<file path="config.mk">
export PLATFORM = sky130hd
export DESIGN_NAME = f1_xlate_mp_flat
export DESIGN_NICKNAME = d
export VERILOG_FILES = /design/src/rtl/f1_pkg.sv /design/src/rtl/f1_xlate_mp_if.sv /design/src/rtl/f1_tlb_cam.sv /design/src/rtl/f1_xlate_mp.sv /design/src/flat_wrapper.sv
export SDC_FILE = /design/constraint.sdc
export NUM_CORES = 1
export LEC_CHECK = 0
export CAP_MARGIN = 20
export CORE_UTILIZATION = 45
export CTS_CLUSTER_DIAMETER = 100
export DETAILED_ROUTE_END_ITERATION = 10
export DONT_BUFFER_PORTS = 1
export HOLD_SLACK_MARGIN = 0.05
export PLACE_DENSITY = 0.59
export SLEW_MARGIN = 10
export SYNTH_ARGS = -nofsm -noshare
export SYNTH_HDL_FRONTEND = slang
export SYNTH_SLANG_ARGS = --single-unit
export TNS_END_PERCENT = 1
</file>
<file path="constraint.sdc">
create_clock -name clk -period 2.95 [get_ports clk]
set_input_delay 0.7375 -clock clk [delete_from_list [all_inputs] [get_ports clk]]
set_output_delay 0.7375 -clock clk [all_outputs]
set_load 0.03 [all_outputs]
</file>
<file path="src/rtl/f1_pkg.sv">
// Shared types and default widths for the F1 multi-port address-translation stage.
//   - xlate_state_e : walk FSM states
//   - tlb_entry_t   : one TLB entry at the default widths
//   - LOFF / VPNW   : line-offset and page-number widths at the default widths
package f1_pkg;

  localparam int unsigned XLEN_DEF      = 32;
  localparam int unsigned PAGE_BITS_DEF = 12;
  localparam int unsigned LOFF          = 4;
  localparam int unsigned VPNW          = XLEN_DEF - PAGE_BITS_DEF;

  typedef enum logic [1:0] {
    StIdle,
    StWalk,
    StReplay
  } xlate_state_e;

  typedef struct packed {
    logic            valid;
    logic [VPNW-1:0] vpn;
    logic [VPNW-1:0] ppn;
    logic            pcd;
  } tlb_entry_t;

endpackage

</file>
<file path="src/rtl/f1_xlate_mp_if.sv">
// Bundle of the F1 translation stage's upstream, downstream and page-walk signals.
//   slave  : seen from the translation stage (inputs: lookup request, control, walk response)
//   master : seen from the surrounding pipeline / walker
interface f1_xlate_mp_if #(
  parameter int unsigned XLEN      = 32,
  parameter int unsigned CLC_WIDTH = 28,
  parameter int unsigned PAGE_BITS = 12,
  parameter int unsigned NUM_PORTS = 2
);
  localparam int unsigned VPNW = XLEN - PAGE_BITS;

  logic [NUM_PORTS*CLC_WIDTH-1:0] clc_in;
  logic [NUM_PORTS-1:0]           clc_valid_in;
  logic                           stall_in;
  logic                           flush_in;
  logic                           tlb_inval_in;
  logic                           busy_out;
  logic [NUM_PORTS*XLEN-1:0]      paddr_out;
  logic [NUM_PORTS-1:0]           paddr_valid_out;
  logic [NUM_PORTS-1:0]           pcd_out;
  logic                           hit_out;
  logic [NUM_PORTS-1:0]           exception_out;
  logic                           walk_req;
  logic [VPNW-1:0]                walk_vpn;
  logic                           walk_ack;
  logic [VPNW-1:0]                walk_ppn;
  logic                           walk_pcd;
  logic                           walk_fault;

  modport slave (
    input  clc_in, clc_valid_in, stall_in, flush_in, tlb_inval_in,
    input  walk_ack, walk_ppn, walk_pcd, walk_fault,
    output busy_out, paddr_out, paddr_valid_out, pcd_out, hit_out, exception_out,
    output walk_req, walk_vpn
  );

  modport master (
    output clc_in, clc_valid_in, stall_in, flush_in, tlb_inval_in,
    output walk_ack, walk_ppn, walk_pcd, walk_fault,
    input  busy_out, paddr_out, paddr_valid_out, pcd_out, hit_out, exception_out,
    input  walk_req, walk_vpn
  );

endinterface

</file>
<file path="src/rtl/f1_tlb_cam.sv">
// Fully associative TLB entry array.
//   lookup_vpn_i/_hit_o/_ppn_o/_pcd_o : NUM_PORTS combinational match ports
//   wr_en_i, wr_vpn_i/_ppn_i/_pcd_i   : refill port, written into the victim entry
//   inval_i                           : clear all valid bits (wins over a same-cycle refill)
// Victim is the lowest-index invalid entry, else the round-robin pointer.
module f1_tlb_cam
  import f1_pkg::*;
#(
  parameter int unsigned VpnW        = VPNW,
  parameter int unsigned NUM_PORTS   = 2,
  parameter int unsigned TLB_ENTRIES = 8
) (
  input  logic                 clk_i,
  input  logic                 rst_ni,
  input  logic [VpnW-1:0]      lookup_vpn_i [NUM_PORTS],
  output logic [NUM_PORTS-1:0] lookup_hit_o,
  output logic [VpnW-1:0]      lookup_ppn_o [NUM_PORTS],
  output logic [NUM_PORTS-1:0] lookup_pcd_o,
  input  logic                 wr_en_i,
  input  logic [VpnW-1:0]      wr_vpn_i,
  input  logic [VpnW-1:0]      wr_ppn_i,
  input  logic                 wr_pcd_i,
  input  logic                 inval_i
);
  localparam int unsigned IdxW = $clog2(TLB_ENTRIES);

  typedef struct packed {
    logic            valid;
    logic [VpnW-1:0] vpn;
    logic [VpnW-1:0] ppn;
    logic            pcd;
  } entry_t;

  entry_t [TLB_ENTRIES-1:0] entry_q, entry_d;
  logic   [IdxW-1:0]        rr_q, rr_d;
  logic   [IdxW-1:0]        victim;
  logic                     any_free;

  // Scan downwards so the last assignment is the lowest free index.
  always_comb begin
    any_free = 1'b0;
    victim   = rr_q;
    for (int e = TLB_ENTRIES - 1; e >= 0; e--) begin
      if (!entry_q[e].valid) begin
        any_free = 1'b1;
        victim   = IdxW'(e);
      end
    end
  end

  // At most one entry matches, so OR-ing the masked fields selects it.
  always_comb begin
    for (int p = 0; p < NUM_PORTS; p++) begin
      lookup_hit_o[p] = 1'b0;
      lookup_ppn_o[p] = '0;
      lookup_pcd_o[p] = 1'b0;
      for (int e = 0; e < TLB_ENTRIES; e++) begin
        if (entry_q[e].valid && entry_q[e].vpn == lookup_vpn_i[p]) begin
          lookup_hit_o[p] = 1'b1;
          lookup_ppn_o[p] = lookup_ppn_o[p] | entry_q[e].ppn;
          lookup_pcd_o[p] = lookup_pcd_o[p] | entry_q[e].pcd;
        end
      end
    end
  end

  always_comb begin
    entry_d = entry_q;
    rr_d    = rr_q;
    if (inval_i) begin
      for (int e = 0; e < TLB_ENTRIES; e++) begin
        entry_d[e].valid = 1'b0;
      end
    end else if (wr_en_i) begin
      entry_d[victim] = '{valid: 1'b1, vpn: wr_vpn_i, ppn: wr_ppn_i, pcd: wr_pcd_i};
      if (!any_free) begin
        rr_d = rr_q + IdxW'(1);
      end
    end
  end

  always_ff @(posedge clk_i or negedge rst_ni) begin
    if (!rst_ni) begin
      entry_q <= '0;
      rr_q    <= '0;
    end else begin
      entry_q <= entry_d;
      rr_q    <= rr_d;
    end
  end

endmodule

</file>
<file path="src/rtl/f1_xlate_mp.sv">
// F1 address translation: NUM_PORTS cache-line addresses per cycle through a shared TLB,
// registered physical address out one cycle later. Misses run a sequential page walk.
//   clk, rst (async, active low)
//   xif_io.clc_in/clc_valid_in       : lookup requests, held by upstream while busy_out
//   xif_io.stall/flush/tlb_inval_in  : pipeline control
//   xif_io.paddr/pcd/exception/hit   : registered results
//   xif_io.walk_req/vpn, walk_ack... : page-walk handshake
module f1_xlate_mp
  import f1_pkg::*;
#(
  parameter int unsigned XLEN        = XLEN_DEF,
  parameter int unsigned CLC_WIDTH   = XLEN_DEF - LOFF,
  parameter int unsigned PAGE_BITS   = PAGE_BITS_DEF,
  parameter int unsigned NUM_PORTS   = 2,
  parameter int unsigned TLB_ENTRIES = 8
) (
  input logic          clk,
  input logic          rst,
  f1_xlate_mp_if.slave xif_io
);
  localparam int unsigned LoffW = XLEN - CLC_WIDTH;
  localparam int unsigned VpnW  = XLEN - PAGE_BITS;
  localparam int unsigned LineW = PAGE_BITS - LoffW;  // line-index bits inside a page

  xlate_state_e            state_q, state_d;
  logic [VpnW-1:0]         walk_vpn_q, walk_vpn_d;
  logic                    abort_q, abort_d;
  logic                    fault_valid_q, fault_valid_d;
  logic [VpnW-1:0]         fault_vpn_q, fault_vpn_d;
  logic                    tlb_wr, fault_load;

  logic [NUM_PORTS-1:0]      pv_q, pv_d, pcd_q, pcd_d, exc_q, exc_d;
  logic [NUM_PORTS*XLEN-1:0] paddr_q, paddr_d;
  logic                      hit_q, hit_d;

  logic [CLC_WIDTH-1:0] clc      [NUM_PORTS];
  logic [VpnW-1:0]      vpn      [NUM_PORTS];
  logic [VpnW-1:0]      cam_ppn  [NUM_PORTS];
  logic [NUM_PORTS-1:0] cam_hit, cam_pcd, fault_hit, miss;
  logic [VpnW-1:0]      miss_vpn;
  logic                 any_miss;

  for (genvar g = 0; g < NUM_PORTS; g++) begin : g_port
    assign clc[g]       = xif_io.clc_in[g*CLC_WIDTH +: CLC_WIDTH];
    assign vpn[g]       = clc[g][CLC_WIDTH-1:LineW];
    assign fault_hit[g] = fault_valid_q && (vpn[g] == fault_vpn_q);
    assign miss[g]      = xif_io.clc_valid_in[g] && !cam_hit[g] && !fault_hit[g];
  end

  assign any_miss = |miss;

  // Lowest-index missing channel is walked first.
  always_comb begin
    miss_vpn = vpn[0];
    for (int p = NUM_PORTS - 1; p >= 0; p--) begin
      if (miss[p]) miss_vpn = vpn[p];
    end
  end

  f1_tlb_cam #(
    .VpnW        (VpnW),
    .NUM_PORTS   (NUM_PORTS),
    .TLB_ENTRIES (TLB_ENTRIES)
  ) u_cam (
    .clk_i        (clk),
    .rst_ni       (rst),
    .lookup_vpn_i (vpn),
    .lookup_hit_o (cam_hit),
    .lookup_ppn_o (cam_ppn),
    .lookup_pcd_o (cam_pcd),
    .wr_en_i      (tlb_wr),
    .wr_vpn_i     (walk_vpn_q),
    .wr_ppn_i     (xif_io.walk_ppn),
    .wr_pcd_i     (xif_io.walk_pcd),
    .inval_i      (xif_io.tlb_inval_in)
  );

  // Walk FSM. A flush/invalidate during a walk still waits for the ack so the walker never
  // sees an abandoned request; abort_q remembers to drop the result.
  always_comb begin
    state_d    = state_q;
    walk_vpn_d = walk_vpn_q;
    abort_d    = abort_q;
    tlb_wr     = 1'b0;
    fault_load = 1'b0;
    unique case (state_q)
      StIdle: begin
        if (any_miss && !xif_io.flush_in) begin
          state_d    = StWalk;
          walk_vpn_d = miss_vpn;
          abort_d    = 1'b0;
        end
      end
      StWalk: begin
        if (xif_io.flush_in || xif_io.tlb_inval_in) abort_d = 1'b1;
        if (xif_io.walk_ack) begin
          abort_d = 1'b0;
          if (abort_q || xif_io.flush_in || xif_io.tlb_inval_in) begin
            state_d = StIdle;
          end else begin
            tlb_wr     = !xif_io.walk_fault;
            fault_load = xif_io.walk_fault;
            state_d    = StReplay;
          end
        end
      end
      StReplay: state_d = StIdle;
      default:  state_d = StIdle;
    endcase
  end

  always_comb begin
    fault_valid_d = fault_valid_q;
    fault_vpn_d   = fault_vpn_q;
    if (xif_io.tlb_inval_in) begin
      fault_valid_d = 1'b0;
    end else if (fault_load) begin
      fault_valid_d = 1'b1;
      fault_vpn_d   = walk_vpn_q;
    end
  end

  // Output register: flush kills, stall holds, otherwise results only when idle with no miss.
  always_comb begin
    pv_d    = pv_q;
    pcd_d   = pcd_q;
    exc_d   = exc_q;
    paddr_d = paddr_q;
    hit_d   = hit_q;
    if (xif_io.flush_in || !xif_io.stall_in) begin
      pv_d    = '0;
      pcd_d   = '0;
      exc_d   = '0;
      paddr_d = '0;
      hit_d   = 1'b0;
      if (!xif_io.flush_in && state_q == StIdle && !any_miss) begin
        hit_d = 1'b1;
        for (int p = 0; p < NUM_PORTS; p++) begin
          pv_d[p]  = xif_io.clc_valid_in[p];
          exc_d[p] = xif_io.clc_valid_in[p] && fault_hit[p];
          if (xif_io.clc_valid_in[p] && cam_hit[p] && !fault_hit[p]) begin
            paddr_d[p*XLEN +: XLEN] = {cam_ppn[p], clc[p][LineW-1:0], {LoffW{1'b0}}};
            pcd_d[p]                = cam_pcd[p];
          end
        end
      end
    end
  end

  always_ff @(posedge clk or negedge rst) begin
    if (!rst) begin
      state_q       <= StIdle;
      walk_vpn_q    <= '0;
      abort_q       <= 1'b0;
      fault_valid_q <= 1'b0;
      fault_vpn_q   <= '0;
      pv_q          <= '0;
      pcd_q         <= '0;
      exc_q         <= '0;
      paddr_q       <= '0;
      hit_q         <= 1'b0;
    end else begin
      state_q       <= state_d;
      walk_vpn_q    <= walk_vpn_d;
      abort_q       <= abort_d;
      fault_valid_q <= fault_valid_d;
      fault_vpn_q   <= fault_vpn_d;
      pv_q          <= pv_d;
      pcd_q         <= pcd_d;
      exc_q         <= exc_d;
      paddr_q       <= paddr_d;
      hit_q         <= hit_d;
    end
  end

  assign xif_io.busy_out        = (state_q != StIdle);
  assign xif_io.walk_req        = (state_q == StWalk);
  assign xif_io.walk_vpn        = walk_vpn_q;
  assign xif_io.paddr_out       = paddr_q;
  assign xif_io.paddr_valid_out = pv_q;
  assign xif_io.pcd_out         = pcd_q;
  assign xif_io.exception_out   = exc_q;
  assign xif_io.hit_out         = hit_q;

endmodule

</file>
<file path="src/flat_wrapper.sv">
// flat-port wrapper written by rule: the top's interface ports become plain ports
module f1_xlate_mp_flat import f1_pkg::*;
#(
  parameter int unsigned XLEN        = XLEN_DEF,
  parameter int unsigned CLC_WIDTH   = XLEN_DEF - LOFF,
  parameter int unsigned PAGE_BITS   = PAGE_BITS_DEF,
  parameter int unsigned NUM_PORTS   = 2,
  parameter int unsigned TLB_ENTRIES = 8
)
  (clk, rst, xif_io_clc_in, xif_io_clc_valid_in, xif_io_stall_in, xif_io_flush_in, xif_io_tlb_inval_in, xif_io_walk_ack, xif_io_walk_ppn, xif_io_walk_pcd, xif_io_walk_fault, xif_io_busy_out, xif_io_paddr_out, xif_io_paddr_valid_out, xif_io_pcd_out, xif_io_hit_out, xif_io_exception_out, xif_io_walk_req, xif_io_walk_vpn);
  f1_xlate_mp_if #(.XLEN(XLEN), .CLC_WIDTH(CLC_WIDTH), .PAGE_BITS(PAGE_BITS), .NUM_PORTS(NUM_PORTS)) xif_io_i ();
  input logic clk;
  input logic rst;
  input wire logic [$bits(xif_io_i.clc_in)-1:0] xif_io_clc_in;
  input wire logic [$bits(xif_io_i.clc_valid_in)-1:0] xif_io_clc_valid_in;
  input wire logic [$bits(xif_io_i.stall_in)-1:0] xif_io_stall_in;
  input wire logic [$bits(xif_io_i.flush_in)-1:0] xif_io_flush_in;
  input wire logic [$bits(xif_io_i.tlb_inval_in)-1:0] xif_io_tlb_inval_in;
  input wire logic [$bits(xif_io_i.walk_ack)-1:0] xif_io_walk_ack;
  input wire logic [$bits(xif_io_i.walk_ppn)-1:0] xif_io_walk_ppn;
  input wire logic [$bits(xif_io_i.walk_pcd)-1:0] xif_io_walk_pcd;
  input wire logic [$bits(xif_io_i.walk_fault)-1:0] xif_io_walk_fault;
  output wire logic [$bits(xif_io_i.busy_out)-1:0] xif_io_busy_out;
  output wire logic [$bits(xif_io_i.paddr_out)-1:0] xif_io_paddr_out;
  output wire logic [$bits(xif_io_i.paddr_valid_out)-1:0] xif_io_paddr_valid_out;
  output wire logic [$bits(xif_io_i.pcd_out)-1:0] xif_io_pcd_out;
  output wire logic [$bits(xif_io_i.hit_out)-1:0] xif_io_hit_out;
  output wire logic [$bits(xif_io_i.exception_out)-1:0] xif_io_exception_out;
  output wire logic [$bits(xif_io_i.walk_req)-1:0] xif_io_walk_req;
  output wire logic [$bits(xif_io_i.walk_vpn)-1:0] xif_io_walk_vpn;
  assign xif_io_i.clc_in = xif_io_clc_in;
  assign xif_io_i.clc_valid_in = xif_io_clc_valid_in;
  assign xif_io_i.stall_in = xif_io_stall_in;
  assign xif_io_i.flush_in = xif_io_flush_in;
  assign xif_io_i.tlb_inval_in = xif_io_tlb_inval_in;
  assign xif_io_i.walk_ack = xif_io_walk_ack;
  assign xif_io_i.walk_ppn = xif_io_walk_ppn;
  assign xif_io_i.walk_pcd = xif_io_walk_pcd;
  assign xif_io_i.walk_fault = xif_io_walk_fault;
  assign xif_io_busy_out = xif_io_i.busy_out;
  assign xif_io_paddr_out = xif_io_i.paddr_out;
  assign xif_io_paddr_valid_out = xif_io_i.paddr_valid_out;
  assign xif_io_pcd_out = xif_io_i.pcd_out;
  assign xif_io_hit_out = xif_io_i.hit_out;
  assign xif_io_exception_out = xif_io_i.exception_out;
  assign xif_io_walk_req = xif_io_i.walk_req;
  assign xif_io_walk_vpn = xif_io_i.walk_vpn;
  f1_xlate_mp #(.XLEN(XLEN), .CLC_WIDTH(CLC_WIDTH), .PAGE_BITS(PAGE_BITS), .NUM_PORTS(NUM_PORTS), .TLB_ENTRIES(TLB_ENTRIES)) u_core (.clk(clk), .rst(rst), .xif_io(xif_io_i));
endmodule
</file>
# --- Word-level counts from Yosys, hierarchy flattened ---
# Cells that the tools add are included.
classes:
  add_sub_neg: 1
  magnitude_cmp: 2
  n_eq_ne: 22
  n_mux: 103
  bitwise: 30
  n_reduce_logical: 56
ops:
  columns: ["op", "count"]
  rows:
  - ["$eq A20 B20 Y1", 18]
  - ["$mux W20", 18]
  - ["$bwmux W336", 1]
  - ["$mux W336", 1]
  - ["$or A20 B20 Y20", 14]
  - ["$demux W42 S3", 1]
  - ["$mux W32", 2]
  - ["$mux W64", 1]
  - ["$mux W1", 62]
  - ["$mux W42", 1]
  - ["$logic_and A1 B1 Y1", 32]
  - ["$mux W3", 8]
  - ["$or A1 B1 Y1", 14]
  - ["$mux W2", 6]
  - ["$logic_not A1 Y1", 8]
  - ["$reduce_and A2 Y1", 4]
  - ["$reduce_bool A2 Y1", 4]
  - ["$reduce_and A3 Y1", 2]
  - ["$logic_or A1 B1 Y1", 4]
  - ["$lt A3 B4 Y1 const B", 1]
  - ["$pmux W2 S2", 1]
  - ["$add A3 B1 Y3 const B", 1]
  - ["$ge A3 B1 Y1 const B", 1]
  - ["$ne A3 B2 Y1 const B", 1]
  - ["other kinds (7)", 8]
totals:
  register_bits: 454
  inputBits: 86
  output_inout_bits: 93
  word_cells: 257

# --- Logic depth before layout (Yosys ltp) ---
depth:
  depth_word: 19
  mapped_depth: 12
  mapped_depth_nobuf: 8

# --- Hierarchy ---
# Synthesis repeated with hierarchy kept, for this count alone.
unflattened:
  hier_cells: 2043
  hier_area_um2: 24507.3
by_module_without_submodules:
  columns: ["module", "instances", "cells_each", "area_per_inst_um2", "seq_area_each_um2"]
  rows:
  - ["f1_tlb_cam", 1, 1618, 19800.2, 8483.1]
  - ["f1_xlate_mp", 1, 425, 4707.0, 2677.6]

# --- Least setup slack after synthesis ---
# OpenSTA, ideal clock, no wires.
synth_path:
  path_kind: "input -> register"
  start: "in xif_io_clc_in[52]"
  end: "reg u_core.paddr_q[31] (netlist: u_core.xif_io.paddr_out[31])"
  setup_ns: 0.076
  arrival_ns: 2.815
  required_time_ns: 2.874
  path_slack_ns: 0.059
  stages: 11
  path_buffers: 3
  path_cell_list: "buf_2 > xor2_1 > nor4_1 > nand4_1 > nor4_1 > or4_1 > nor2_1 > a211o_1 > buf_2 > buf_6 > o21ai_1"
synth_between:
  elab_chain_len: 17
  elab_cells_between_ends: 34
  classes_between: "eq/ne (9); mux (9); reduce/logical (16)"
synth_rtl:
  columns: ["item", "line_no", "text"]
  rows:
  - ["start: declaration", "flat_wrapper.sv:14", "input wire logic [$bits(xif_io_i.clc_in)-1:0] xif_io_clc_in;"]
  - ["$eq A20 B20 Y1", "f1_tlb_cam.sv:58", "if (entry_q[e].valid && entry_q[e].vpn == lookup_vpn_i[p]) begin"]
  - ["$logic_and A1 B1 Y1", "f1_tlb_cam.sv:58", null]
  - ["$mux W1 (8 in a row)", "f1_tlb_cam.sv:58", null]
  - ["$logic_not A1 Y1", "f1_xlate_mp.sv:47", "assign miss[g] = xif_io.clc_valid_in[g] && !cam_hit[g] && !fault_hit[g];"]
  - ["$logic_and A1 B1 Y1", "f1_xlate_mp.sv:47", null]
  - ["$logic_and A1 B1 Y1 *", "f1_xlate_mp.sv:47", null]
  - ["$reduce_or A2 Y1 *", "f1_xlate_mp.sv:50", "assign any_miss = |miss;"]
  - ["$logic_not A1 Y1 *", "f1_xlate_mp.sv:136", "if (!xif_io.flush_in && state_q == StIdle && !any_miss) begin"]
  - ["$logic_and A1 B1 Y1 *", "f1_xlate_mp.sv:136", null]
  - ["$mux W64 *", "f1_xlate_mp.sv:136", null]
  - ["end signal: assignment", "f1_xlate_mp.sv:171", "paddr_q <= paddr_d;"]
  - ["end: declaration", "f1_xlate_mp.sv:33", "logic [NUM_PORTS*XLEN-1:0] paddr_q, paddr_d;"]
# Mark *: on every way between the ends. The rest lies on a longest branch, timed or not.
# A chain may end at the register's enable or synchronous reset.

# --- Final worst setup path ---
layout_path:
  start: "reg u_core.u_cam.entry_q[333] (netlist bit)"
  end: "reg u_core.walk_vpn_q[3] (netlist: u_core.xif_io.walk_vpn[3])"
layout_between:
  elab_chain_len: 9
  elab_cells_between_ends: 17
  classes_between: "eq/ne (2); mux (4); reduce/logical (11)"
layout_rtl:
  columns: ["item", "line_no", "text"]
  rows:
  - ["start: declaration", "f1_tlb_cam.sv:34", "entry_t [TLB_ENTRIES-1:0] entry_q, entry_d;"]
  - ["start signal: assignment", "f1_tlb_cam.sv:87", "entry_q <= entry_d;"]
  - ["$eq A20 B20 Y1", "f1_tlb_cam.sv:58", null]
  - ["$logic_and A1 B1 Y1", "f1_tlb_cam.sv:58", null]
  - ["$mux W1", "f1_tlb_cam.sv:58", null]
  - ["$logic_not A1 Y1", "f1_xlate_mp.sv:47", null]
  - ["$logic_and A1 B1 Y1 (2 in a row)", "f1_xlate_mp.sv:47", null]
  - ["$reduce_or A2 Y1", "f1_xlate_mp.sv:50", null]
  - ["$logic_and A1 B1 Y1", "f1_xlate_mp.sv:88", "if (any_miss && !xif_io.flush_in) begin"]
  - ["$reduce_and A2 Y1 (no line)", null, null]
  - ["end signal: assignment", "f1_xlate_mp.sv:164", "walk_vpn_q <= walk_vpn_d;"]
  - ["end: declaration", "f1_xlate_mp.sv:26", "logic [VpnW-1:0] walk_vpn_q, walk_vpn_d;"]
# Several ways; a longest one is shown, not always the timed one.

==> run metrics <==
Synth top cells by count=dfrtp_1 (446), mux2_2 (289), xor2_1 (185); CTS root buffer=clkbuf_16; power density cells=approximately 620 nW/um2; FF-to-FF End=u_core.xif_io.walk_vpn[3]; initial core utilization=a little under half; synth warn=0; DRT Pass-1 Iters=6; R2R Setup Slk=-0.05 ns; first-iteration detailed-routing DRC count=between 1k and 1.5k; share of the synthesized area in the top cell type=49.0%; total congestion overflow=0; Worst Path Required=about 3.4 ns; cell row count=82; Comb power frac=13.1%; top-count cell post-synth=dfrtp_1; Slowest-stage cell, CP=nor4_4; Syn Inst Count=between 1.5k and 2k; Crit path arrival time=approximately 3.5 ns; CTS Buf Count=51; gpl congestion=between 0.9 and 1; CP Launch Type=flop; net switching power=roughly 4800 uW; Final min period=3.00 ns; Seq cells post-synth=446; via count=roughly 17k; DRC=0; failing checks=hold timing, setup timing; Synth area leader=dfrtp_1; Worst setup EP type=flop; Setup Viol. Count Final=16; Yosys cell types=47; Die W=between 200 and 250 um; worst vdd ir=roughly 0.47 mV; cells on worst reg2reg path=9; dpl cells=around 2.7k; H-tree depth=2; Critical Path Source=u_core.u_cam.entry_q[333]; Post-synth ARST share=100%; # IOs=between 150 and 200; clock slew at reported path FFs=0.06 ns; CP Max Fanout=8; dpl hpwl=59100 um; vias per cell=~6; Fin Setup TNS=-0.553 ns; initial antenna violation count=3; P_int=approximately 12000 uW; IO buf count=0; status=finished with violations; final hold slack=-0.174 ns; sequential element share of the synthesized area=49.0%; P_leak=between 0.01 and 0.015 uW; fin. max-slew vios=0; CP delay by family, top=simple AND/OR/NAND/NOR gates; first-pass GRT wire length=124000 um; clock power share=between 40% and 50%; Post-Syn Area=22800 um2; Finished Layout Cells=approximately 2.8k; Final Net Count=between 2k and 2.5k; reg-to-reg startpoint=u_core.u_cam.entry_q[333]; Max Buffers Root-to-Sink=3; antenna-violating nets left=0; Die ar.=roughly 51000 um2; vias in the first global route=17.3k; Setup CP Type=reg2reg; Final Core Density=between 50% and 60%; measured slew at the worst slew-check pin=between 0.8 and 0.9 ns; CP cell instances=xor2_2 -> nor4_4 -> nand4_1 -> nor4_4 -> or4_4 -> or3_4 -> and4_4 -> clkbuf_16 -> a222oi_1; top_reg_cell synth=dfrtp_1; Hold Path Class=in2async; cell mode on critical path=nor4_4; Syn Area/Cell=~11 um2; RSZ-0062 raised after global routing=yes; total wire length=just under 90000 um; EDFF count, synth=0; routed length per instance=about 31 um; max-cap viol count=0; fmax=334 MHz; Bufs and invs on worst path=1; CTS tree=yes; CP peak stage delay=0.48 ns; overall power=approximately 17000 uW; later-pin clock latency in the skew report=between 0.6 and 0.7 ns; clock sink count=~450; final worst path period share=102%; Worst Clk Skew=about 0.025 ns; register share of total power=a little under half; final-report hold violation count=354; Core Region=about 50000 um2; synth-to-layout area growth=18.1%; largest net degree at the start of global routing=447; top cells by area, synth=dfrtp_1 (49%), mux2_2 (14%), xor2_1 (7.1%), xnor2_1 (6.8%), a22oi_1 (2.8%); layout cells sized above 1=roughly 29%; Die H=about 230 um; switching share of power=28.9%; GRT Total Usage=roughly a third; post-route setup slack=-0.0478 ns; Relative slew margins=between 40% and 50%
-- per-layer routing --
metal / track usage, % / routed length (um) / vias to the layer above / part of all wire [%]
met5: 0 / 14 / - / 0.016
met4: 18.2 / 5330 / 2 / 6.1
li1: - / - / 7280 / -
met1: 41.6 / 34300 / 8751 / 40
met3: 5.27 / 5230 / 215 / 6.0
met2: 57.2 / 41900 / 718 / 48
-- metrics by stage --
| step | instance area [um2] | worst slack, ns |
|---|---|---|
| 6_report | 26900 | -0.0478 |
| 5_1_grt | 26900 | -0.112 |
| 4_1_cts | 26300 | -0.0818 |
| 3_5_place_dp | 24500 | -0.688 |
| 3_3_place_gp | 24500 | -0.609 |
| 2_1_floorplan | 22800 | 0.0586 |
-- final cells by class --
cell class	count	area, um2
Antenna cell	2	5.00
Clock buffer	71	1460
Clock inverter	23	324
Fill cell	4494	23200
Inverter	86	323
Multi-Input combinational cell	1329	11200
Sequential cell	446	11200
Tap cell	672	841
Timing Repair Buffer	174	1570
-- power groups by stage --
stage | clock, uW | sequential (uW) | combinational, uW
2_1_floorplan | 0 | 7350 | 1370
4_1_cts | 6890 | 7600 | 2090
3_3_place_gp | 0 | 7700 | 2060
5_1_grt | 7150 | 7650 | 2300
3_5_place_dp | 0 | 7710 | 2080
6_report | 6790 | 7620 | 2170
-- worst reg2reg max path: stages (launching register included) --
cell and delay (ns):
dfrtp_1 0.44, xor2_2 0.19, nor4_4 0.48, nand4_1 0.25
nor4_4 0.46, or4_4 0.24, or3_4 0.17, and4_4 0.33
clkbuf_16 0.21, a222oi_1 0.08
-- cells in the final DEF, fill, tap and decap left out, types with 9 or more instances in the layout --
| master | synthesis | routed |
|---|---|---|
| inv_1 | 86 | 86 |
| a222oi_1 | 20 | 20 |
| clkbuf_8 | 0 | 11 |
| buf_12 | 0 | 17 |
| clkbuf_16 | 0 | 52 |
| nor4_4 | 0 | 14 |
| o21ai_0 | 96 | 89 |
| xnor2_1 | 177 | 176 |
| dfrtp_1 | 446 | 437 |
| nor4_1 | 56 | 29 |
| buf_4 | 23 | 148 |
| nand4_1 | 53 | 53 |
| clkbuf_1 | 60 | 9 |
| a22oi_1 | 84 | 84 |
| xor2_2 | 0 | 16 |
| xor2_1 | 185 | 164 |
| nand2_1 | 130 | 128 |
| o21ai_1 | 30 | 37 |
| nor4_2 | 2 | 15 |
| clkinv_2 | 0 | 13 |
| and3_1 | 43 | 43 |
| mux2_2 | 289 | 289 |
| a22o_1 | 44 | 44 |
| a221oi_1 | 42 | 42 |
| nand3_1 | 14 | 11 |
| dfrtp_2 | 0 | 9 |
-- what timing repair did --
item,4_1_cts,5_1_grt
endpoints found under the hold margin,446,446
pin swaps,0,34
setup endpoints to repair,84,80
buffers inserted,0,15
gates resized for setup,12,74
gates cloned,0,1
-- how the worst max path moves through the flow --
stage                                              to  depth (start not counted)
after floorplan           u_core.xif_io.paddr_out[31]                         11
after global placement     u_core.xif_io.walk_vpn[12]                         10
after detailed placement  u_core.xif_io.paddr_out[56]                         10
after CTS                 u_core.xif_io.paddr_out[26]                         11
after global routing        u_core.xif_io.walk_vpn[4]                         11
final                       u_core.xif_io.walk_vpn[3]                          9
-- state kept, by name, indices dropped and copies added (netlist names) --
name,flops
u_core.fault_vpn_q,20
u_core.xif_io.hit_out,1
u_core.fault_valid_q,1
u_core.abort_q,1
u_core.xif_io.pcd_out,2
u_core.u_cam.entry_q,336
u_core.xif_io.paddr_valid_out,2
u_core.xif_io.exception_out,2
u_core.xif_io.paddr_out,56
u_core.u_cam.rr_q,3
u_core.xif_io.walk_vpn,20
u_core.state_q,2
-- logic make-up after synthesis --
family,Yosys count,share of synthesized area (%)
buf+inv,228,4.68
xor+xnor,362,13.9
simple gates,335,7.66
other cells,1,0.0165
compound gates,334,10.3
mux,289,14.3
flops,446,49.0
fa+ha+maj,1,0.0550
Power figures use the tool's default switching activity.
